$ cat config.mk
export PLATFORM = sky130hd
export DESIGN_NAME = cache_axi_arbiter
export DESIGN_NICKNAME = d
export VERILOG_FILES = /design/src/rtl/cache_axi_arbiter.sv
export SDC_FILE = /design/constraint.sdc
export NUM_CORES = 1
export LEC_CHECK = 0
export BUFFER_PORTS_ARGS = -buffer_cell sky130_fd_sc_hd__buf_4
export CORE_AREA = 2 2 142 144
export DETAILED_ROUTE_END_ITERATION = 6
export DIE_AREA = 0 0 144 146
export SLEW_MARGIN = 0
export SYNTH_ARGS = -nofsm -noshare
export SYNTH_HDL_FRONTEND = slang
export SYNTH_SLANG_ARGS = --single-unit
$ cat constraint.sdc
create_clock -name clk -period 3.85 [get_ports clk]
set_input_delay 0.385 -clock clk [delete_from_list [all_inputs] [get_ports clk]]
set_output_delay 0.385 -clock clk [all_outputs]
set_load 0.01 [all_outputs]
$ cat src/rtl/cache_axi_arbiter.sv
// Shares one AXI3 master between the I-cache refill, D-cache refill and D-cache writeback paths.
// One read burst and one write burst may be outstanding; D$ reads wait on an in-flight writeback of the same line.
module cache_axi_arbiter #(
    parameter int DATA_W   = 32,
    parameter int ADDR_W   = 32,
    parameter int OFFSET_W = 4,
    parameter int LEN_W    = 4
) (
    input  logic              clk,
    input  logic              rst,
    input  logic              ic_rd_req,
    input  logic [ADDR_W-1:0] ic_rd_addr,
    input  logic [LEN_W-1:0]  ic_rd_len,
    output logic              ic_rd_gnt,
    output logic              ic_ret_valid,
    output logic              ic_ret_last,
    input  logic              dc_rd_req,
    input  logic [ADDR_W-1:0] dc_rd_addr,
    input  logic [LEN_W-1:0]  dc_rd_len,
    output logic              dc_rd_gnt,
    output logic              dc_ret_valid,
    output logic              dc_ret_last,
    output logic [DATA_W-1:0] ret_data,
    input  logic              dc_wr_req,
    input  logic [ADDR_W-1:0] dc_wr_addr,
    input  logic [LEN_W-1:0]  dc_wr_len,
    input  logic [DATA_W-1:0] dc_wr_data,
    output logic              dc_wr_next,
    output logic              dc_wr_done,
    output logic [3:0]        arid,
    output logic [ADDR_W-1:0] araddr,
    output logic [LEN_W-1:0]  arlen,
    output logic [2:0]        arsize,
    output logic [1:0]        arburst,
    output logic              arvalid,
    input  logic              arready,
    input  logic [3:0]        rid,
    input  logic [DATA_W-1:0] rdata,
    input  logic              rlast,
    input  logic              rvalid,
    output logic              rready,
    output logic [3:0]        awid,
    output logic [ADDR_W-1:0] awaddr,
    output logic [LEN_W-1:0]  awlen,
    output logic [2:0]        awsize,
    output logic [1:0]        awburst,
    output logic              awvalid,
    input  logic              awready,
    output logic [3:0]        wid,
    output logic [DATA_W-1:0] wdata,
    output logic [3:0]        wstrb,
    output logic              wlast,
    output logic              wvalid,
    input  logic              wready,
    input  logic [3:0]        bid,
    input  logic              bvalid,
    output logic              bready
);
    typedef enum logic [1:0] {R_IDLE, R_AR, R_DATA} rd_state_t;
    typedef enum logic [1:0] {W_IDLE, W_AW, W_DATA, W_RESP} wr_state_t;

    rd_state_t         rd_state_reg, rd_state_next;
    wr_state_t         wr_state_reg, wr_state_next;
    logic [ADDR_W-1:0] araddr_reg, araddr_next, awaddr_reg, awaddr_next;
    logic [LEN_W-1:0]  arlen_reg, arlen_next, awlen_reg, awlen_next;
    logic [LEN_W-1:0]  beat_cnt_reg, beat_cnt_next;
    logic              arid_reg, arid_next;          // 0 = I$, 1 = D$
    logic              last_winner_reg, last_winner_next;  // 1 = D$ won the last contention
    logic              dc_line_hit, ic_elig, dc_elig, pick_dc;
    logic              unused_rsp;

    assign unused_rsp = ^{rid, bid};

    assign dc_line_hit = (wr_state_reg != W_IDLE) &&
                         (dc_rd_addr[ADDR_W-1:OFFSET_W] == awaddr_reg[ADDR_W-1:OFFSET_W]);
    assign ic_elig = ic_rd_req;
    assign dc_elig = dc_rd_req && !dc_line_hit;
    assign pick_dc = dc_elig && (!ic_elig || !last_winner_reg);

    always_ff @(posedge clk) begin
        if (rst) begin
            rd_state_reg    <= R_IDLE;
            wr_state_reg    <= W_IDLE;
            araddr_reg      <= '0;
            arlen_reg       <= '0;
            arid_reg        <= 1'b0;
            last_winner_reg <= 1'b0;
            awaddr_reg      <= '0;
            awlen_reg       <= '0;
            beat_cnt_reg    <= '0;
        end else begin
            rd_state_reg    <= rd_state_next;
            wr_state_reg    <= wr_state_next;
            araddr_reg      <= araddr_next;
            arlen_reg       <= arlen_next;
            arid_reg        <= arid_next;
            last_winner_reg <= last_winner_next;
            awaddr_reg      <= awaddr_next;
            awlen_reg       <= awlen_next;
            beat_cnt_reg    <= beat_cnt_next;
        end
    end

    always_comb begin
        rd_state_next    = rd_state_reg;
        araddr_next      = araddr_reg;
        arlen_next       = arlen_reg;
        arid_next        = arid_reg;
        last_winner_next = last_winner_reg;
        ic_rd_gnt        = 1'b0;
        dc_rd_gnt        = 1'b0;
        arvalid          = 1'b0;
        rready           = 1'b0;
        ic_ret_valid     = 1'b0;
        ic_ret_last      = 1'b0;
        dc_ret_valid     = 1'b0;
        dc_ret_last      = 1'b0;
        case (rd_state_reg)
            R_IDLE: begin
                // Grant is gated by rst so no pulse escapes while the block is being cleared.
                if (!rst && (ic_elig || dc_elig)) begin
                    ic_rd_gnt     = !pick_dc;
                    dc_rd_gnt     = pick_dc;
                    araddr_next   = pick_dc ? dc_rd_addr : ic_rd_addr;
                    arlen_next    = pick_dc ? dc_rd_len : ic_rd_len;
                    arid_next     = pick_dc;
                    if (ic_elig && dc_elig) begin
                        last_winner_next = pick_dc;
                    end
                    rd_state_next = R_AR;
                end
            end
            R_AR: begin
                arvalid = 1'b1;
                if (arready) begin
                    rd_state_next = R_DATA;
                end
            end
            R_DATA: begin
                rready       = 1'b1;
                ic_ret_valid = rvalid && !arid_reg;
                ic_ret_last  = rvalid && rlast && !arid_reg;
                dc_ret_valid = rvalid && arid_reg;
                dc_ret_last  = rvalid && rlast && arid_reg;
                if (rvalid && rlast) begin
                    rd_state_next = R_IDLE;
                end
            end
            default: rd_state_next = R_IDLE;
        endcase
    end

    always_comb begin
        wr_state_next = wr_state_reg;
        awaddr_next   = awaddr_reg;
        awlen_next    = awlen_reg;
        beat_cnt_next = beat_cnt_reg;
        awvalid       = 1'b0;
        wvalid        = 1'b0;
        wlast         = 1'b0;
        bready        = 1'b0;
        dc_wr_next    = 1'b0;
        dc_wr_done    = 1'b0;
        case (wr_state_reg)
            W_IDLE: begin
                if (dc_wr_req) begin
                    awaddr_next   = dc_wr_addr;
                    awlen_next    = dc_wr_len;
                    beat_cnt_next = '0;
                    wr_state_next = W_AW;
                end
            end
            W_AW: begin
                awvalid = 1'b1;
                if (awready) begin
                    wr_state_next = W_DATA;
                end
            end
            W_DATA: begin
                wvalid = 1'b1;
                wlast  = (beat_cnt_reg == awlen_reg);
                if (wready) begin
                    dc_wr_next    = 1'b1;
                    beat_cnt_next = beat_cnt_reg + 1'b1;
                    if (beat_cnt_reg == awlen_reg) begin
                        wr_state_next = W_RESP;
                    end
                end
            end
            W_RESP: begin
                bready = 1'b1;
                if (bvalid) begin
                    dc_wr_done    = 1'b1;
                    wr_state_next = W_IDLE;
                end
            end
            default: wr_state_next = W_IDLE;
        endcase
    end

    assign ret_data = rdata;
    assign arid     = {3'b000, arid_reg};
    assign araddr   = araddr_reg;
    assign arlen    = arlen_reg;
    assign arsize   = 3'b010;
    assign arburst  = 2'b01;
    assign awid     = 4'd1;
    assign awaddr   = awaddr_reg;
    assign awlen    = awlen_reg;
    assign awsize   = 3'b010;
    assign awburst  = 2'b01;
    assign wid      = 4'd1;
    assign wdata    = dc_wr_data;
    assign wstrb    = 4'hF;
endmodule
# [Word level (Yosys, flattened, before mapping)]
# Cells that the tools add are included.
[classes] add_sub_neg=1 eq_ne=15 n_mux=33 n_reduce_logical=28
[ops] cell="$mux 32" n=1
[ops] cell="$eq 28x28->1" n=1
[ops] cell="$mux 1" n=18
[ops] cell="$mux 2" n=8
[ops] cell="$ne 2x2->1 const B" n=8
[ops] cell="$mux 4" n=3
[ops] cell="$logic_and 1x1->1" n=10
[ops] cell="$reduce_and 3->1" n=3
[ops] cell="$pmux 2 s4" n=1
[ops] cell="$pmux 4 s2" n=1
[ops] cell="$eq 2x2->1 const B" n=3
[ops] cell="$logic_not 1->1" n=6
[ops] cell="$pmux 2 s3" n=1
[ops] cell="$reduce_and 5->1" n=1
[ops] cell="$add 4x1->4 const B" n=1
[ops] cell="$eq 2x1->1 const B" n=2
[ops] cell="$eq 4x4->1" n=1
[ops] cell="$logic_not 2->1" n=2
[ops] cell="$reduce_and 2->1" n=2
[ops] cell="$reduce_bool 2->1" n=2
[ops] cell="$logic_or 1x1->1" n=2
[totals] reg_bits=82 inputBits=191

# [Logic depth before layout (Yosys ltp)]
[logic_depth] ltp_word=8 ltp_mapped=9 depth_no_buf=8

# [Worst setup path after synthesis]
# OpenSTA, ideal clock, no wires.
[synth_path] path_kind="reg-to-output" startpoint="register awaddr_reg[9] (netlist: awaddr[9])" endpoint="output port ic_rd_gnt" t_arrival_ns=1.749 required_time_ns=3.465 setup_slack_ns=1.716 stages_incl_launch_ff=7 path_cell_list="dfxtp_1 xnor2_1 nand4_1 nor4_4 a21oi_2 clkbuf_1 nor3_1"
[synth_between] elab_chain_cells=8
[synth_lines] element="from (decl)" line="64" rtl="logic [ADDR_W-1:0] araddr_reg, araddr_next, awaddr_reg, awaddr_next;"
[synth_lines] element="from (signal assigned)" line="98" rtl="awaddr_reg <= awaddr_next;"
[synth_lines] element="$eq 28x28->1 *" line="75" rtl="(dc_rd_addr[ADDR_W-1:OFFSET_W] == awaddr_reg[ADDR_W-1:OFFSET_W]);"
[synth_lines] element="$logic_and 1x1->1 *" line="74" rtl="assign dc_line_hit = (wr_state_reg != W_IDLE) &&"
[synth_lines] element="$logic_not 1->1 *" line="77" rtl="assign dc_elig = dc_rd_req && !dc_line_hit;"
[synth_lines] element="$logic_and 1x1->1 *" line="77"
[synth_lines] element="$logic_and 1x1->1 or $logic_or 1x1->1 (tied branches)" line="78, 121"
[synth_lines] element="$logic_not 1->1 or $logic_and 1x1->1 (tied branches)" line="122, 121"
[synth_lines] element="$mux 1 *" line="121" rtl="if (!rst && (ic_elig || dc_elig)) begin"
[synth_lines] element="$mux 1 *" line="118" rtl="case (rd_state_reg)"
[synth_lines] element="to (decl)" line="14" rtl="output logic ic_rd_gnt,"
# Mark *: on every way between the ends. The rest lies on a longest branch, timed or not.

# [Worst setup path in the final report]
[layout_path] startpoint="register wr_state_reg[0]" endpoint="output port dc_rd_gnt"
[layout_between] elab_chain_cells=8
[layout_lines] element="from (decl)" line="63" rtl="wr_state_t wr_state_reg, wr_state_next;"
[layout_lines] element="from (signal assigned)" line="93" rtl="wr_state_reg <= wr_state_next;"
[layout_lines] element="$reduce_bool 2->1 *" line="74"
[layout_lines] element="$logic_and 1x1->1 *" line="74"
[layout_lines] element="$logic_not 1->1 *" line="77"
[layout_lines] element="$logic_and 1x1->1 *" line="77"
[layout_lines] element="$logic_or 1x1->1" line="121"
[layout_lines] element="$logic_and 1x1->1" line="121"
[layout_lines] element="$mux 1 *" line="121"
[layout_lines] element="$mux 1 *" line="118"
[layout_lines] element="to (decl)" line="20" rtl="output logic dc_rd_gnt,"
# Marked as above.

==> results.md <==
* Rows at 51
* Worst endpoint required time at 3.46 ns
* Synth Instances at about 500
* Post-CTS Hold Buffers at 0
* Final TNS setup at 0 ns
* Global-route wire length before repair at 21.7 mm
* Ys Warns at 0
* Crit Path Class: flop to output pin
* Initial DRC Count at ~180
* Initial antenna violation count at 0
* CP Capture Type: output pin
* Period minus WS final at 3.04 ns
* Pwr/cell area at 472 mW/mm²
* Post-synth cell types at 39
* I/O pins at 367
* Final hold violations at 0
* Total Routing Usage GR at 13.9%
* Sequential-to-total area share from yosys stat at between 30 and 40%
* Die Y at 146 µm
* Drt pass-1 iters at 4
* Nature of the critical path startpoint: flop
* Post-DP HPWL at roughly 12 mm
* Worst-path cell chain: inv_1 -> ha_1 -> nor2_1 -> and4_1 -> a21boi_2 -> and4b_4 -> buf_4
* DRT Wirelength at 15.4 mm
* Peak Freq at 329 MHz
* VDD IR-drop max at around 0.18 mV
* Max Cap Viol at 0
* WP depth at 7
* Remaining global-route overflow at 0
* Maximum clock path buffer count at 2
* Root Driver: clkbuf_16
* Vias in the first global route at 3690
* Clock transition at path regs at 0.06 ns
* Post-CTS Setup Bufs at 0
* #FFs+latches synth at 82
* Final setup viols at 0
* Syn Area/Cell at between 8 and 9 µm²
* Clock skew at 0.00625 ns
* # diodes at 0
* Post-synth EDFFs at 0
* Yosys top cell area share at 36.8%
* Largest cells by area after synthesis: dfxtp_1 37%, buf_4 15%, a221o_1 8.1%
* Hold depth at 2
* Clk sink count at 82
* Total CTS buffers at 9
* Layout cell share with drive strength beyond 1 at 37.0%
* ANT nets after route at 0
* Clk_lat worst skew at approximately 0.34 ns
* Final GP Congestion at 0.784
* Max incr delay on CP at roughly 0.68 ns
* I/O Buffers at approximately 200
* Pins Over Slew Limit at 0
* Synth Flop Type: dfxtp_1
* Mapped cell area at around 0.0045 mm²
* Synth area leader: dfxtp_1
* Area Overhead vs Synth at 32.7%
* Rel. slew slack at a little over two fifths
* WL/cell at ~17 µm
* Die width at 144 µm
* DR vias at 3948
* Slowest CP cell: and4b_4
* Total power at about 2800 µW
* Tcrit/Tclk final at 79.0%
* Largest net degree at the start of global routing at 44
* Arr. time, crit path at roughly 2.7 ns
* Status: complete, no violations
* Critical path fanouts, max at 38
* Crit path buf inv count at 2
* Worst-Margin Slew at ~0.85 ns
* R2R depth at 7
* Post-CTS Resized at 0
* Worst min-delay path class: primary input to flop
* Drt drc at 0
* Starting Density at 23.1%
* H-Tree Depth at 3
* Share of flip-flops with an asynchronous set or reset at 0%
* Final net count at 823
* Crit-path leading delay family: simple AND/OR/NAND/NOR gates
* Leak at 0.00261 µW
* TritonCTS clock tree: built
* Die area at between 0.02 and 0.025 mm²
* Via density at 4.41
* RSZ-0062 raised after global routing: false
* Core Area at 0.0193 mm²
-- area by class of cell --
class                           count  area, µm²
Fill cell                        2096      13400
Multi-Input combinational cell    316       2060
Sequential cell                    82       1640
Timing Repair Buffer              210       1580
Tap cell                          265        332
Clock buffer                       12        246
Clock inverter                      3       40.0
Inverter                            7       26.3
-- power breakdown --
part / switching, µW / internal (µW) / total, µW
clock network: 341 / 515 / 856
logic: 465 / 398 / 863
registers: 105 / 970 / 1080
total: 912 / 1880 / 2790
-- metrics by stage --
stage / std cells / setup slack [ns] / cell area, µm² / hold slack, ns / utilization (%)
final: 895 / 0.810 / 5920 / 0.277 / 30.6
after global routing: 895 / 0.672 / 5920 / 0.263 / 30.6
after CTS: 895 / 0.779 / 5920 / 0.257 / 30.6
after detailed placement: 880 / 1.02 / 5630 / 0.451 / 29.1
after global placement: 880 / 0.990 / 5630 / 0.446 / 29.1
after floorplan: 525 / 1.72 / 4550 / 0.481 / -
-- final timing paths --
path	startpoint	endpoint	slack [ns]
setup / recovery	wr_state_reg[0]	dc_rd_gnt	0.81
hold / removal	dc_rd_addr[1]	araddr[1]	0.28
setup reg to reg	awaddr[6]	araddr[9]	1.23
hold reg to reg	awaddr[1]	awaddr[1]	0.46
-- cells by family (layout without fill, tap and decap cells) --
group,count (synthesis),count (layout),synth area share (%)
DFF,82,82,36.8
and+or+nand+nor,159,159,19.6
adders and majority gates,6,6,1.68
other,2,25,0.168
AOI/OAI and AO/OA,91,91,15.6
buffers and inverters,127,232,19.3
xor gates and xnor gates,34,34,6.68
muxes,1,1,0.224
-- cells in the final DEF (no fill, tap or decap), types with 3 or more instances in the layout --
cell,synthesis,routed
conb_1,2,25
nor4_1,4,4
nand4_1,4,4
nand2_1,78,77
nor4b_1,36,36
xor2_1,19,19
buf_4,90,210
clkbuf_16,0,9
and2_1,8,7
nor2_1,15,15
nand2b_1,3,3
inv_1,7,7
dfxtp_1,82,82
ha_1,6,6
a21oi_1,39,39
xnor2_1,15,15
o21ai_0,5,5
nand3_1,3,3
a221o_1,36,36
-- metal layers --
layer,GRT usage (%),routed length (µm)
met1,15.8,6130
met2,24.4,7750
met3,3.52,969
met4,6.32,531
met5,0,0
-- cells in the mapped netlist (all sizes together) (2+ instances only) --
| library cell | instances |
|---|---|
| buf | 100 |
| dfxtp | 82 |
| nand2 | 79 |
| a21oi | 40 |
| a221o | 36 |
| nor4b | 36 |
| clkbuf | 20 |
| xor2 | 19 |
| nor2 | 15 |
| xnor2 | 15 |
| and2 | 8 |
| inv | 7 |
| ha | 6 |
| nor4 | 5 |
| o21ai | 5 |
| nand4 | 4 |
| nand2b | 3 |
| nand3 | 3 |
| a221oi | 2 |
| a22oi | 2 |
| conb | 2 |
| nor2b | 2 |
(Power assumes the default switching activity.)
